==> config.mk <==
export PLATFORM = sky130hd
export DESIGN_NAME = spi_dac_multi
export DESIGN_NICKNAME = d
export VERILOG_FILES = /design/src/rtl/spi_dac_pkg.sv /design/src/rtl/spi_clk_div.sv /design/src/rtl/spi_dac_multi.sv
export SDC_FILE = /design/constraint.sdc
export NUM_CORES = 1
export LEC_CHECK = 0
export ABC_AREA = 0
export BUFFER_PORTS_ARGS = -buffer_cell sky130_fd_sc_hd__buf_2
export CORE_ASPECT_RATIO = 1.75
export CORE_UTILIZATION = 59
export CTS_BUF_LIST = sky130_fd_sc_hd__clkbuf_2
export DETAILED_ROUTE_END_ITERATION = 10
export PLACE_DENSITY = 0.89
export SYNTH_ARGS = -nofsm -noshare
export SYNTH_HDL_FRONTEND = slang
export SYNTH_SLANG_ARGS = --single-unit
export TNS_END_PERCENT = 1
==> constraint.sdc <==
create_clock -name clk -period 2.5 [get_ports clk]
set_input_delay 0.125 -clock clk [delete_from_list [all_inputs] [get_ports clk]]
set_output_delay 0.125 -clock clk [all_outputs]
set_load 0.01 [all_outputs]
==> src/rtl/spi_dac_pkg.sv <==
`default_nettype none
// ============================================================================
// Module   : spi_dac_pkg
// Brief    : Shared types and helpers for the multi-channel SPI DAC driver.
// Revision : 1.0 - initial release
// ============================================================================
package spi_dac_pkg;

    typedef enum logic [2:0] {
        S_IDLE  = 3'd0,
        S_PICK  = 3'd1,
        S_SHIFT = 3'd2,
        S_TAIL  = 3'd3,
        S_GAP   = 3'd4,
        S_DONE  = 3'd5
    } state_t;

    // Widest channel mask the lowest-set-bit helper can search.
    localparam int unsigned c_num_ch_max = 32;

    // Width of the channel index for a given channel count (never below 1).
    function automatic int ch_idx_w(input int n);
        return (n > 1) ? $clog2(n) : 1;
    endfunction

    function automatic int unsigned lowest_set(input logic [c_num_ch_max-1:0] m);
        int unsigned idx;
        idx = 0;
        for (int i = c_num_ch_max - 1; i >= 0; i--) begin
            if (m[i]) idx = i;
        end
        return idx;
    endfunction

endpackage
`default_nettype wire

==> src/rtl/spi_clk_div.sv <==
`default_nettype none
// ============================================================================
// Module   : spi_clk_div
// Brief    : Half-period tick generator; one pulse every div+1 cycles while run.
// Revision : 1.0 - initial release
// ============================================================================
module spi_clk_div #(
    parameter int DIV_W = 8
) (
    input  logic             clk,
    input  logic             rst,
    input  logic             run,
    input  logic [DIV_W-1:0] div,
    output logic             half_tick
);

    logic [DIV_W-1:0] r_cnt;

    always_ff @(posedge clk) begin
        if (rst || !run) begin
            r_cnt <= '0;
        end else if (r_cnt == div) begin
            r_cnt <= '0;
        end else begin
            r_cnt <= r_cnt + 1'b1;
        end
    end

    // Terminal count is compared, never reached by overflow, so div=all-ones works.
    assign half_tick = run && (r_cnt == div);

endmodule
`default_nettype wire

==> src/rtl/spi_dac_multi.sv <==
`default_nettype none
// ============================================================================
// Module   : spi_dac_multi
// Brief    : Multi-channel 3-wire serial DAC driver, one SPI frame per channel.
// Revision : 1.0 - initial release
// ============================================================================
module spi_dac_multi
    import spi_dac_pkg::*;
#(
    parameter int DATA_W = 16,
    parameter int NUM_CH = 2,
    parameter int DIV_W  = 8,
    parameter int CPOL   = 1,
    parameter int CS_GAP = 2
) (
    input  logic                          clk,
    input  logic                          rst,
    input  logic [DIV_W-1:0]              div_parm,
    input  logic [NUM_CH-1:0]             ch_mask,
    input  logic [NUM_CH*DATA_W-1:0]      ch_data,
    input  logic                          en_conv,
    output logic                          dac_state,
    output logic                          ch_done,
    output logic [ch_idx_w(NUM_CH)-1:0]   ch_idx,
    output logic                          conv_done,
    output logic                          cs_n,
    output logic                          sclk,
    output logic                          din
);

    localparam int   c_idx_w = ch_idx_w(NUM_CH);
    localparam int   c_bit_w = (DATA_W > 1) ? $clog2(DATA_W) : 1;
    localparam int   c_gap_w = (CS_GAP > 1) ? $clog2(CS_GAP) : 1;
    localparam logic c_idle  = 1'(CPOL);

    state_t                   r_state;
    logic [NUM_CH-1:0]        r_mask;
    logic [NUM_CH*DATA_W-1:0] r_data;
    logic [DIV_W-1:0]         r_div;
    logic [DATA_W-1:0]        r_shift;
    logic [c_idx_w-1:0]       r_cur;
    logic [c_bit_w-1:0]       r_bit_cnt;
    logic [c_gap_w-1:0]       r_gap_cnt;

    logic [c_num_ch_max-1:0]  w_mask_ext;
    logic [NUM_CH-1:0]        w_mask_rest;
    logic [c_idx_w-1:0]       w_pick;
    logic [DATA_W-1:0]        w_word;
    logic                     w_run;
    logic                     w_tick;

    always_comb begin
        w_mask_ext              = '0;
        w_mask_ext[NUM_CH-1:0]  = r_mask;
        w_mask_rest             = r_mask;
        w_mask_rest[r_cur]      = 1'b0;
    end

    assign w_pick = c_idx_w'(lowest_set(w_mask_ext));
    assign w_word = r_data[int'(w_pick)*DATA_W +: DATA_W];
    // Divider idles in PICK so every frame starts with a full half-period.
    assign w_run  = (r_state == S_SHIFT) || (r_state == S_TAIL) || (r_state == S_GAP);

    spi_clk_div #(
        .DIV_W (DIV_W)
    ) u_clk_div (
        .clk       (clk),
        .rst       (rst),
        .run       (w_run),
        .div       (r_div),
        .half_tick (w_tick)
    );

    always_ff @(posedge clk) begin
        if (rst) begin
            r_state   <= S_IDLE;
            r_mask    <= '0;
            r_data    <= '0;
            r_div     <= '0;
            r_shift   <= '0;
            r_cur     <= '0;
            r_bit_cnt <= '0;
            r_gap_cnt <= '0;
            dac_state <= 1'b0;
            ch_done   <= 1'b0;
            ch_idx    <= '0;
            conv_done <= 1'b0;
            cs_n      <= 1'b1;
            sclk      <= c_idle;
            din       <= 1'b0;
        end else begin
            ch_done   <= 1'b0;
            conv_done <= 1'b0;
            case (r_state)
                S_IDLE: begin
                    din <= 1'b0;
                    if (en_conv) begin
                        r_mask    <= ch_mask;
                        r_data    <= ch_data;
                        r_div     <= div_parm;
                        dac_state <= 1'b1;
                        r_state   <= S_PICK;
                    end
                end
                S_PICK: begin
                    if (r_mask == '0) begin
                        conv_done <= 1'b1;
                        dac_state <= 1'b0;
                        r_state   <= S_IDLE;
                    end else begin
                        r_cur     <= w_pick;
                        r_shift   <= w_word;
                        din       <= w_word[DATA_W-1];
                        cs_n      <= 1'b0;
                        sclk      <= c_idle;
                        r_bit_cnt <= '0;
                        r_state   <= S_SHIFT;
                    end
                end
                S_SHIFT: begin
                    if (w_tick) begin
                        sclk <= ~sclk;
                        // Data only moves on the return to idle, away from the sampling edge.
                        if (sclk != c_idle) begin
                            if (r_bit_cnt == c_bit_w'(DATA_W - 1)) begin
                                r_state <= S_TAIL;
                            end else begin
                                r_shift   <= r_shift << 1;
                                din       <= r_shift[DATA_W-2];
                                r_bit_cnt <= r_bit_cnt + 1'b1;
                            end
                        end
                    end
                end
                S_TAIL: begin
                    if (w_tick) begin
                        cs_n      <= 1'b1;
                        ch_done   <= 1'b1;
                        ch_idx    <= r_cur;
                        r_mask    <= w_mask_rest;
                        r_gap_cnt <= '0;
                        r_state   <= (w_mask_rest != '0) ? S_GAP : S_DONE;
                    end
                end
                S_GAP: begin
                    if (w_tick) begin
                        if (r_gap_cnt == c_gap_w'(CS_GAP - 1)) begin
                            r_state <= S_PICK;
                        end else begin
                            r_gap_cnt <= r_gap_cnt + 1'b1;
                        end
                    end
                end
                S_DONE: begin
                    conv_done <= 1'b1;
                    dac_state <= 1'b0;
                    din       <= 1'b0;
                    r_state   <= S_IDLE;
                end
                default: r_state <= S_IDLE;
            endcase
        end
    end

endmodule
`default_nettype wire

# Word-level counts from Yosys, hierarchy flattened
# Index checks and enable logic that the tools add are counted.
# op_classes
n_addsub	3
order_cmp	2
n_eq_ne	17
n_shift	1
mux	48
bitwise	5
reduce_logical	29
# ops
op	count
two-way mux 15 bit	4
variable part select 32 x 6 -> 16 bit	1
case mux 15 bit (2 select lines)	1
two-way mux 3 bit	7
two-way mux 1 bit	19
two-way mux 4 bit	4
case mux 3 bit (5 select lines)	1
AND reduction 3 bit	5
inequality test 2 bit (second input constant)	6
AND reduction 5 bit	2
nonzero test 2 bit	5
adder 8 x 1 -> 8 bit (second input constant)	1
equality test 8 bit	1
inequality test 2 x 1 -> 1 bit (second input constant)	4
case mux 1 bit (2 select lines)	4
case mux 4 bit (2 select lines)	1
AND reduction 7 bit	1
equality test 3 x 2 -> 1 bit (second input constant)	2
equality test 3 bit (second input constant)	2
two-way mux 2 bit	3
case mux 1 bit (3 select lines)	2
AND reduction 2 bit	3
nonzero test 3 bit	2
OR reduction 2 bit	3
other kinds (16)	21
# totals
regBits	81
in_bits	45
output_inout_bits	7
wordCells	121

# Depth between registers and ports, before layout
# Gate-level depths: netlist of run 1.
# logic_depth
ltp_word	10
ltp_mapped	8
ltp_nobuf	6

# Modules after synthesis
# A second synthesis of run 1 with hierarchy kept.
# hier_totals
hier_cells	431
area_unflattened_um2	3674.8
# modules_own_cells
module	n_inst	cells_per_inst	area_per_inst_um2	seq_area_each_um2
spi_dac_multi	1	384	3198.1	1461.4
spi_clk_div	1	47	476.7	160.2

# Least setup slack after synthesis of run 1
# OpenSTA, ideal clock, no wires.
# synth_timing
path_type	flip-flop to flip-flop
from	reg u_clk_div.r_cnt[2]
to	reg r_bit_cnt[1]
setup_time_ps	130
arrival_time_ps	1826
t_required_ps	2370
slack_ps	544
stages_incl_launch_ff	8
path_buffers	2
period_less_slack_ps	1956
cell_sequence	dfxtp_1 -> xor2_1 -> nor4_2 -> and4_1 -> buf_6 -> buf_12 -> mux2i_1 -> nor3_2
# synth_via
elab_chain_cells	4
# synth_rtl
item	line_no	text
start, declared	spi_clk_div.sv:17	logic [DIV_W-1:0] r_cnt;
start signal, assigned	spi_clk_div.sv:25	r_cnt <= r_cnt + 1'b1;
equality test 8 bit	spi_clk_div.sv:30	assign half_tick = run && (r_cnt == div);
logical AND 1 bit	spi_clk_div.sv:30	
inequality test 2 x 1 -> 1 bit (no line)	-	
AND reduction 5 bit (no line)	-	
end signal, assigned	spi_dac_multi.sv:130	r_bit_cnt <= r_bit_cnt + 1'b1;
end, declared	spi_dac_multi.sv:42	logic [c_bit_w-1:0] r_bit_cnt;
# No other way between the ends.
# A chain may end at the register's enable or synchronous reset.

# Final worst setup path of run 1
# layout_timing
from	reg r_state[2]
to	reg r_bit_cnt[2]
# layout_via
elab_chain_cells	6
elab_cells_between_ends	14
classes_between	eq/ne: 8; mux: 1; reduce/logical: 5
# layout_rtl
item	line_no	text
start, declared	spi_dac_multi.sv:36	state_t r_state;
start signal, assigned	spi_dac_multi.sv:142	r_state <= (w_mask_rest != '0) ? S_GAP : S_DONE;
equality test 3 x 2 -> 1 bit, on equally long branches	spi_dac_multi.sv:62, spi_dac_multi.sv:94	
logical OR 1 bit (2 in series)	spi_dac_multi.sv:62	assign w_run = (r_state == S_SHIFT) || (r_state == S_TAIL) || (r_state == S_GAP);
logical AND 1 bit	spi_clk_div.sv:30	
inequality test 2 x 1 -> 1 bit (no line)	-	
AND reduction 5 bit (no line)	-	
# Several ways; a longest one is shown, not always the timed one.

==> impl_results.html, run 1 <==
<table>
<tr><th>Metric</th><th>Value</th></tr>
<tr><th colspan="2">Power</th></tr>
<tr><td>Internal power</td><td>2.364 mW</td></tr>
<tr><td>Power density relative to cell area</td><td>837.7 nW/um2</td></tr>
<tr><td>Proportion of total power due to net switching</td><td>0.3730</td></tr>
<tr><td>Combinational cell fraction of total power</td><td>0.335</td></tr>
<tr><td>Sequential cell fraction of total power</td><td>0.431</td></tr>
<tr><td>Max IR drop VDD</td><td>0.5967 mV</td></tr>
<tr><td>Switching power of the nets</td><td>1.406 mW</td></tr>
<tr><td>Static Leakage</td><td>1.885 nW</td></tr>
<tr><td>Clock network fraction of design power</td><td>0.234</td></tr>
<tr><th colspan="2">Clocking</th></tr>
<tr><td>Total CTS buffers</td><td>9</td></tr>
<tr><td>Maximum level of the CTS H-tree</td><td>3</td></tr>
<tr><td>Clock Pin Slew Worst Setup and Hold Paths</td><td>210 ps</td></tr>
<tr><td>Max Root-Sink Buffers</td><td>2</td></tr>
<tr><td>Sink count of the clock tree</td><td>81</td></tr>
<tr><td>Buffer type at the clock tree root</td><td>sky130_fd_sc_hd__clkbuf_2</td></tr>
<tr><td>Clock tree from TritonCTS</td><td>yes</td></tr>
<tr><td>Clock latency of the later-clocked register in the worst-skew pair</td><td>570 ps</td></tr>
<tr><td>Number of resized instances in the post-cts repair step</td><td>0</td></tr>
<tr><th colspan="2">Die</th></tr>
<tr><td>Full die area</td><td>6469 um2</td></tr>
<tr><td>Core Footprint</td><td>5879 um2</td></tr>
<tr><td>Number of top-level pins</td><td>52</td></tr>
<tr><td>Initial standard-cell utilization of the core</td><td>0.6161</td></tr>
<tr><td># rows</td><td>37</td></tr>
<tr><td>Height of the die</td><td>105.7 um</td></tr>
<tr><td>Die span in x</td><td>61.23 um</td></tr>
<tr><th colspan="2">Setup path</th></tr>
<tr><td>Startpoint kind of the worst setup timing path</td><td>flop</td></tr>
<tr><td>Arrival time at the worst endpoint</td><td>2720 ps</td></tr>
<tr><td>Highest-delay cell along the critical path</td><td>sky130_fd_sc_hd__dfxtp_1</td></tr>
<tr><td>Count of cell instances traversed by the critical path</td><td>4</td></tr>
<tr><td>Worst Setup End Kind</td><td>flop</td></tr>
<tr><td>Crit-path leading delay family</td><td>compound AO/OA/AOI/OAI gates</td></tr>
<tr><td>Reg2reg path depth</td><td>4</td></tr>
<tr><td>Buf/Inv on CP</td><td>0</td></tr>
<tr><td>Classification of the worst setup path</td><td>flop to flop</td></tr>
<tr><td>Worst EP required</td><td>2990 ps</td></tr>
<tr><td>List of cells traversed by the critical path</td><td>nor3b_1 &gt; o21ai_1 &gt; o311ai_0 &gt; a21oi_1</td></tr>
<tr><td>Max stage delay on crit path</td><td>700 ps</td></tr>
<tr><td>Highest net fanout along the worst path</td><td>18</td></tr>
<tr><th colspan="2">Cells and area</th></tr>
<tr><td>Final layout net count</td><td>564</td></tr>
<tr><td>Count of filler cells inserted in the layout</td><td>405</td></tr>
<tr><td>Share of final-layout standard cells stronger than drive strength 1</td><td>0.1916</td></tr>
<tr><td>Sequential standard cell area</td><td>1622 um2</td></tr>
<tr><td>Area of combinational cells with multiple inputs</td><td>1826 um2</td></tr>
<tr><td>Growth of design area from synthesis to finish</td><td>24.25%</td></tr>
<tr><td>Final std cell area, no fill</td><td>4501 um2</td></tr>
<tr><td>Commonest non-fill, non-tap cell in the layout</td><td>sky130_fd_sc_hd__nand2_1</td></tr>
<tr><td>Final cell count without fillers</td><td>601</td></tr>
<tr><td>Commonest cells after routing, fill and taps aside</td><td>sky130_fd_sc_hd__nand2_1 (96), sky130_fd_sc_hd__dfxtp_1 (81), sky130_fd_sc_hd__a21oi_1 (61)</td></tr>
<tr><th colspan="2">Timing</th></tr>
<tr><td>Post-Route Skew</td><td>30.59 ps</td></tr>
<tr><td>Hold Fails Final Rpt</td><td>0</td></tr>
<tr><td>Final period demand of the worst path</td><td>2224 ps</td></tr>
<tr><td>Relative max-transition margin</td><td>0.1602</td></tr>
<tr><td>Maximum frequency from static timing analysis</td><td>449.6 MHz</td></tr>
<tr><td>Setup repair after global routing missed its margin</td><td>no</td></tr>
<tr><td>Least-Margin Pin Slew</td><td>1251 ps</td></tr>
<tr><td>Final sum of negative setup slack</td><td>0 ps</td></tr>
<tr><td>Final count of pins violating max slew</td><td>0</td></tr>
<tr><td># setup viols final</td><td>0</td></tr>
<tr><td>Final period util</td><td>0.8897</td></tr>
<tr><th colspan="2">Worst hold path</th></tr>
<tr><td>Worst hold path depth</td><td>5</td></tr>
<tr><td>Type of the tightest min-delay check</td><td>primary input to flop</td></tr>
<tr><th colspan="2">Global route</th></tr>
<tr><td>Wire length of the first global-routing pass</td><td>15880 um</td></tr>
<tr><td>Number of antenna violations at the first check in global routing</td><td>1</td></tr>
<tr><td>Total global routing track utilization</td><td>0.3307</td></tr>
<tr><td>Grt ovf</td><td>0</td></tr>
<tr><td>Maximum number of pins on one net before global-route repair</td><td>45</td></tr>
<tr><td>Vias in the first global route</td><td>3474</td></tr>
<tr><th colspan="2">Yosys</th></tr>
<tr><td>Number of instances in the synthesized netlist</td><td>432</td></tr>
<tr><td>Syn Std Cell Area</td><td>3622 um2</td></tr>
<tr><td>Warnings, synthesis</td><td>0</td></tr>
<tr><td>Distinct cells, synth</td><td>49</td></tr>
<tr><td>Post-Syn Nets</td><td>479</td></tr>
<tr><td>Flops &amp; latches, synth</td><td>81</td></tr>
<tr><td>Share of the yosys chip area belonging to registers</td><td>0.4477</td></tr>
<tr><td>Mean Syn Cell Area</td><td>8.385 um2</td></tr>
<tr><th colspan="2">Route</th></tr>
<tr><td>Number of DRC markers after the initial detailed-route iteration</td><td>300</td></tr>
<tr><td>Detailed-route wire length per cell</td><td>15.87 um</td></tr>
<tr><td>Wire length reported by the detailed router</td><td>9540 um</td></tr>
<tr><td>Via density per instance</td><td>5.917</td></tr>
<tr><td>Antenna violation net count after detailed routing</td><td>0</td></tr>
<tr><td>Via count</td><td>3556</td></tr>
<tr><td>DRC Markers</td><td>0</td></tr>
<tr><td>Number of iterations in the first detailed-routing pass</td><td>7</td></tr>
<tr><th colspan="2">Place</th></tr>
<tr><td>Port bufs</td><td>51</td></tr>
<tr><td>Global placer's final weighted congestion</td><td>0.8683</td></tr>
<tr><td>Post-Place Cells</td><td>542</td></tr>
<tr><td>Placement-stage cell area</td><td>3924 um2</td></tr>
<tr><td>Detail Placement HPWL</td><td>5828 um</td></tr>
<tr><th colspan="2">Outcome</th></tr>
<tr><td>Result of the run</td><td>complete, no violations</td></tr>
<tr><th colspan="2">Flow run</th></tr>
<tr><td>Max-cap violation count</td><td>0</td></tr>
</table>
-- worst paths after layout --
kind | start | endpoint | slack (ps)
min | en_conv | r_state[1] | 20
max reg2reg | r_state[2] | r_bit_cnt[2] | 280
min reg2reg | r_data[21] | r_data[21] | 470
max | r_state[2] | r_bit_cnt[2] | 280
-- flip-flops by register name, indices dropped and copies added (netlist names), 2 cells and up --
name,flops
r_data,32
r_shift,15
r_mask,2
r_div,8
u_clk_div.r_cnt,8
r_bit_cnt,4
r_state,3
-- metrics by stage --
step	hold WS [ps]	util	power (mW)	setup WS, ps
final	19.94	0.7655	3.770	275.7
after global routing	30.50	0.7655	3.972	91.60
after global placement	365.8	0.6674	2.770	430.4
after floorplan	261.0	-	2.490	543.7
after detailed placement	372.7	0.6674	2.812	395.3
after CTS	9.515	0.7651	3.706	342.8
-- synthesized netlist by cell type, drive strengths merged --
cell type	number	area share
a2111oi	1	0.0041
a211oi	2	0.0041
a21oi	63	0.089
a221o	1	0.0028
a311oi	1	0.0024
a31oi	5	0.0086
a32oi	2	0.0048
and2	2	0.0035
and3	2	0.0038
and4	1	0.0024
buf	10	0.021
clkbuf	23	0.024
dfxtp	81	0.45
ha	2	0.0069
inv	5	0.0052
mux2	1	0.0031
mux2i	18	0.050
nand2	96	0.099
nand2b	4	0.0069
nand3	30	0.043
nand3b	1	0.0021
nand4	3	0.0052
nand4b	1	0.0024
nor2	19	0.020
nor2b	4	0.0069
nor3	5	0.0097
nor3b	2	0.0041
nor4	2	0.0069
o21ai	7	0.0097
o21bai	1	0.0021
o221ai	14	0.046
o311ai	2	0.0048
o32ai	1	0.0024
or2	1	0.0017
or3	2	0.0035
or3b	1	0.0024
or4	1	0.0021
xnor2	3	0.0073
xor2	12	0.029
-- power by group through the flow --
stage / sequential (mW) / clock [mW] / combinational (mW)
6_report: 1.62 / 0.882 / 1.26
2_1_floorplan: 1.58 / 0 / 0.905
4_1_cts: 1.61 / 0.873 / 1.22
3_5_place_dp: 1.64 / 0 / 1.17
5_1_grt: 1.64 / 0.937 / 1.39
3_3_place_gp: 1.63 / 0 / 1.14
-- cell type report --
type | instances | area share
Antenna cell | 1 | 0.0005560
Clock buffer | 9 | 0.01001
Clock inverter | 7 | 0.02419
Inverter | 5 | 0.004170
Multi-Input combinational cell | 313 | 0.4056
Sequential cell | 81 | 0.3603
Tap cell | 78 | 0.02168
Timing Repair Buffer | 107 | 0.1735
-- per-layer routing --
layer	vias up	GRT usage	wire, um	part of all wire
li1	1674	-	-	-
met1	1676	0.3508	3493	0.37
met2	160	0.5559	5075	0.53
met3	46	0.06748	504	0.053
met4	0	0.2224	468	0.049
met5	-	0	0	0
-- tightest hold or removal path, stage by stage --
cell and delay (ps):
sky130_fd_sc_hd__buf_2 120, sky130_fd_sc_hd__inv_1 50, sky130_fd_sc_hd__o21ai_0 70, sky130_fd_sc_hd__a31oi_1 130
sky130_fd_sc_hd__nor3_1 50
-- kinds of logic (layout without fill, tap and decap cells) --
| family | count (synthesis) | after routing | synth area share |
|---|---|---|---|
| AOI/OAI and AO/OA | 100 | 100 | 0.1810 |
| and+or+nand+nor | 177 | 177 | 0.2256 |
| buffers and inverters | 38 | 128 | 0.04974 |
| adders and majority gates | 2 | 2 | 0.006907 |
| DFF | 81 | 81 | 0.4477 |
| other | 0 | 1 | 0 |
| muxes | 19 | 19 | 0.05285 |
| xor gates and xnor gates | 15 | 15 | 0.03627 |
-- repair_timing --
action	CTS	global route
endpoints found under the hold margin	42	0
hold buffers	42	0
setup buffers	0	0
Power figures use the tool's default switching activity.
==> inputs of run 2 (changes only) <==
==> constraint.sdc (replaced) <==
create_clock -name clk -period 2.5 [get_ports clk]
set_input_delay 0.375 -clock clk [delete_from_list [all_inputs] [get_ports clk]]
set_output_delay 0.375 -clock clk [all_outputs]
set_load 0.01 [all_outputs]
==> run 2 against run 1 <==
Net effect: total power shrank 2.7%; sequential power barely moved; clock skew down 3.5 ps; routed wire length shrank 14%; critical endpoint unchanged; largest power group unchanged.
==> impl_results.html, run 2 (synthesis gave the netlist of run 1 again) <==
<table>
<tr><th>Metric</th><th>Value</th></tr>
<tr><th colspan="2">Outcome</th></tr>
<tr><td>Result of the run</td><td>complete, no violations</td></tr>
<tr><th colspan="2">Timing</th></tr>
<tr><td>Final period demand of the worst path</td><td>2191 ps (-33.60 ps)</td></tr>
<tr><td># setup viols final</td><td>0 (unchanged)</td></tr>
<tr><td>Final sum of negative setup slack</td><td>0 ps (unchanged)</td></tr>
<tr><td>Least-Margin Pin Slew</td><td>1260 ps (+8.787 ps)</td></tr>
<tr><td>Final period util</td><td>0.8763 (-0.01344)</td></tr>
<tr><td>Hold Fails Final Rpt</td><td>0 (unchanged)</td></tr>
<tr><td>Maximum frequency from static timing analysis</td><td>456.5 MHz (+1.5%)</td></tr>
<tr><td>Final count of pins violating max slew</td><td>0 (unchanged)</td></tr>
<tr><td>Setup repair after global routing missed its margin</td><td>no</td></tr>
<tr><td>Relative max-transition margin</td><td>0.1543 (-0.005897)</td></tr>
<tr><td>Post-Route Skew</td><td>27.08 ps (-3.503 ps)</td></tr>
<tr><th colspan="2">Die</th></tr>
<tr><td>Number of top-level pins</td><td>52 (unchanged)</td></tr>
<tr><td># rows</td><td>37 (unchanged)</td></tr>
<tr><td>Height of the die</td><td>105.7 um (unchanged)</td></tr>
<tr><td>Die span in x</td><td>61.23 um (unchanged)</td></tr>
<tr><td>Full die area</td><td>6469 um2 (unchanged)</td></tr>
<tr><td>Core Footprint</td><td>5879 um2 (unchanged)</td></tr>
<tr><td>Initial standard-cell utilization of the core</td><td>0.6161 (unchanged)</td></tr>
<tr><th colspan="2">Global route</th></tr>
<tr><td>Number of antenna violations at the first check in global routing</td><td>1 (unchanged)</td></tr>
<tr><td>Vias in the first global route</td><td>3166 (-8.9%)</td></tr>
<tr><td>Maximum number of pins on one net before global-route repair</td><td>45 (unchanged)</td></tr>
<tr><td>Grt ovf</td><td>0 (unchanged)</td></tr>
<tr><td>Total global routing track utilization</td><td>0.2840 (-0.04668)</td></tr>
<tr><td>Wire length of the first global-routing pass</td><td>13770 um (-13%)</td></tr>
<tr><th colspan="2">Setup path</th></tr>
<tr><td>Critical R2R Capture</td><td>r_bit_cnt[2]</td></tr>
<tr><td>Reg-to-reg setup timing slack</td><td>310 ps (+30 ps)</td></tr>
<tr><td>Worst Setup End Kind</td><td>flop</td></tr>
<tr><td>Crit path to</td><td>r_bit_cnt[2]</td></tr>
<tr><td>Highest net fanout along the worst path</td><td>18 (unchanged)</td></tr>
<tr><td>Classification of the worst setup path</td><td>flop to flop</td></tr>
<tr><td>Reg2reg path depth</td><td>4 (unchanged)</td></tr>
<tr><td>Worst EP required</td><td>3000 ps (about the same)</td></tr>
<tr><td>Start point of the critical path</td><td>r_state[2]</td></tr>
<tr><td>Startpoint kind of the worst setup timing path</td><td>flop</td></tr>
<tr><td>Arrival time at the worst endpoint</td><td>2690 ps (-30 ps)</td></tr>
<tr><td>Launch point of the worst reg-to-reg path</td><td>r_state[2]</td></tr>
<tr><th colspan="2">Cells and area</th></tr>
<tr><td>Growth of design area from synthesis to finish</td><td>12.92%</td></tr>
<tr><td>Area of combinational cells with multiple inputs</td><td>1826 um2 (unchanged)</td></tr>
<tr><td>Largest registers</td><td>r_data (32), r_shift (15)</td></tr>
<tr><td>Number of flip-flops under the largest register name</td><td>32 (unchanged)</td></tr>
<tr><td>Sequential standard cell area</td><td>1622 um2 (unchanged)</td></tr>
<tr><td>Commonest cells after routing, fill and taps aside</td><td>sky130_fd_sc_hd__nand2_1 (96), sky130_fd_sc_hd__dfxtp_1 (81), sky130_fd_sc_hd__a21oi_1 (61)</td></tr>
<tr><td>Final layout net count</td><td>523 (-7.3%)</td></tr>
<tr><td>Final cell count without fillers</td><td>560 (-6.8%)</td></tr>
<tr><td>Commonest non-fill, non-tap cell in the layout</td><td>sky130_fd_sc_hd__nand2_1</td></tr>
<tr><td>Count of filler cells inserted in the layout</td><td>475 (+17%)</td></tr>
<tr><td>Share of final-layout standard cells stronger than drive strength 1</td><td>0.2079 (+0.01633)</td></tr>
<tr><td>Register name with the most flops</td><td>r_data</td></tr>
<tr><th colspan="2">Flow run</th></tr>
<tr><td>Max-cap violation count</td><td>0 (unchanged)</td></tr>
<tr><th colspan="2">Route</th></tr>
<tr><td>Number of iterations in the first detailed-routing pass</td><td>4 (-3)</td></tr>
<tr><td>Antenna violation net count after detailed routing</td><td>0 (unchanged)</td></tr>
<tr><td>DRC Markers</td><td>0 (unchanged)</td></tr>
<tr><td>Via count</td><td>3255 (-8.5%)</td></tr>
<tr><td>Number of DRC markers after the initial detailed-route iteration</td><td>243 (-19%)</td></tr>
<tr><td>Detailed-route wire length per cell</td><td>14.66 um (-7.6%)</td></tr>
<tr><td>Via density per instance</td><td>5.813 (-1.8%)</td></tr>
<tr><td>Wire length reported by the detailed router</td><td>8211 um (-14%)</td></tr>
<tr><th colspan="2">Place</th></tr>
<tr><td>Global placer's final weighted congestion</td><td>0.8683 (unchanged)</td></tr>
<tr><td>Detail Placement HPWL</td><td>5828 um (unchanged)</td></tr>
<tr><td>Post-Place Cells</td><td>542 (unchanged)</td></tr>
<tr><td>Port bufs</td><td>51 (unchanged)</td></tr>
<tr><th colspan="2">Clocking</th></tr>
<tr><td>Sink count of the clock tree</td><td>81 (unchanged)</td></tr>
<tr><td>Clock tree from TritonCTS</td><td>yes</td></tr>
<tr><td>Max Root-Sink Buffers</td><td>2 (unchanged)</td></tr>
<tr><td>Post-CTS Setup Inserts</td><td>0 (unchanged)</td></tr>
<tr><td>Clock Pin Slew Worst Setup and Hold Paths</td><td>230 ps (+20 ps)</td></tr>
<tr><td>Total CTS buffers</td><td>9 (unchanged)</td></tr>
<tr><td>Clock latency of the later-clocked register in the worst-skew pair</td><td>560 ps (about the same)</td></tr>
<tr><td>Maximum level of the CTS H-tree</td><td>3 (unchanged)</td></tr>
<tr><td>Buffer type at the clock tree root</td><td>sky130_fd_sc_hd__clkbuf_2</td></tr>
<tr><td>Number of resized instances in the post-cts repair step</td><td>0 (unchanged)</td></tr>
<tr><th colspan="2">Power</th></tr>
<tr><td>Power density relative to cell area</td><td>896.6 nW/um2 (+7.0%)</td></tr>
<tr><td>Static Leakage</td><td>1.713 nW (-9.1%)</td></tr>
<tr><td>Max IR drop VDD</td><td>0.5631 mV (-5.6%)</td></tr>
<tr><th colspan="2">Worst hold path</th></tr>
<tr><td>Type of the tightest min-delay check</td><td>primary input to flop</td></tr>
</table>
[run 2: cell count changes in the layout (fill, tap and decap cells not counted), sizes merged]
cell | previous run | this run
dlygate4sd3 | 42 | 1
[run 2: how the worst min path moves through the flow]
stage,cells after the start,start,slack (ps),endpoint
final,3,div_parm[4],20,r_div[4]
after global routing,3,ch_data[31],2,r_data[31]
after CTS,3,div_parm[6],30,r_div[6]
after detailed placement,2,r_data[21],450,r_data[21]
after global placement,2,r_data[15],440,r_data[15]
after floorplan,2,r_data[15],430,r_data[15]
[run 2: power breakdown]
group          switching (mW)  total, mW  internal [mW]
registers               0.149       1.62           1.47
logic                   0.747       1.18          0.430
clock network           0.449      0.872          0.423
total                    1.35       3.67           2.32
[run 2: final cells by class]
class | instances | area share
timing repair buffer | 66 | 0.09055
inverter | 5 | 0.004589
sequential | 81 | 0.3965
clock buffer | 9 | 0.01101
multi-input combinational | 313 | 0.4463
tap | 78 | 0.02386
antenna | 1 | 0.0006118
clock inverter | 7 | 0.02661
[run 2: repair_timing]
| action | CTS | global route |
|---|---|---|
| endpoints found under the hold margin | 0 | 1 |
| hold buffers | 0 | 1 |
| setup endpoints to repair | 0 | 0 |
[run 2: per-layer routing]
layer / up-vias / wire length, um / global-route usage
li1: 1595 / - / -
met1: 1525 / 3074 / 0.3059
met3: 26 / 424 / 0.06135
met4: 0 / 303 / 0.1867
met5: - / 0 / 0
met2: 109 / 4409 / 0.4728
[run 2: per-stage QoR]
step	setup WS [ps]	total power [mW]	util	hold WS (ps)	instance area [um2]
floorplan	543.7	2.490	-	431.2	3622
global placement	430.4	2.770	0.6674	440.3	3924
detailed placement	395.3	2.812	0.6674	445.8	3924
CTS	342.8	3.655	0.6936	25.41	4078
global route	78.46	3.887	0.6957	1.763	4090
finish	309.2	3.667	0.6957	21.84	4090
[run 2: critical path, cell delays in order, from the launching register on]
cell,delay [ps]
sky130_fd_sc_hd__dfxtp_1,690
sky130_fd_sc_hd__nor3b_1,180
sky130_fd_sc_hd__o21ai_1,700
sky130_fd_sc_hd__o311ai_0,350
sky130_fd_sc_hd__a21oi_1,200
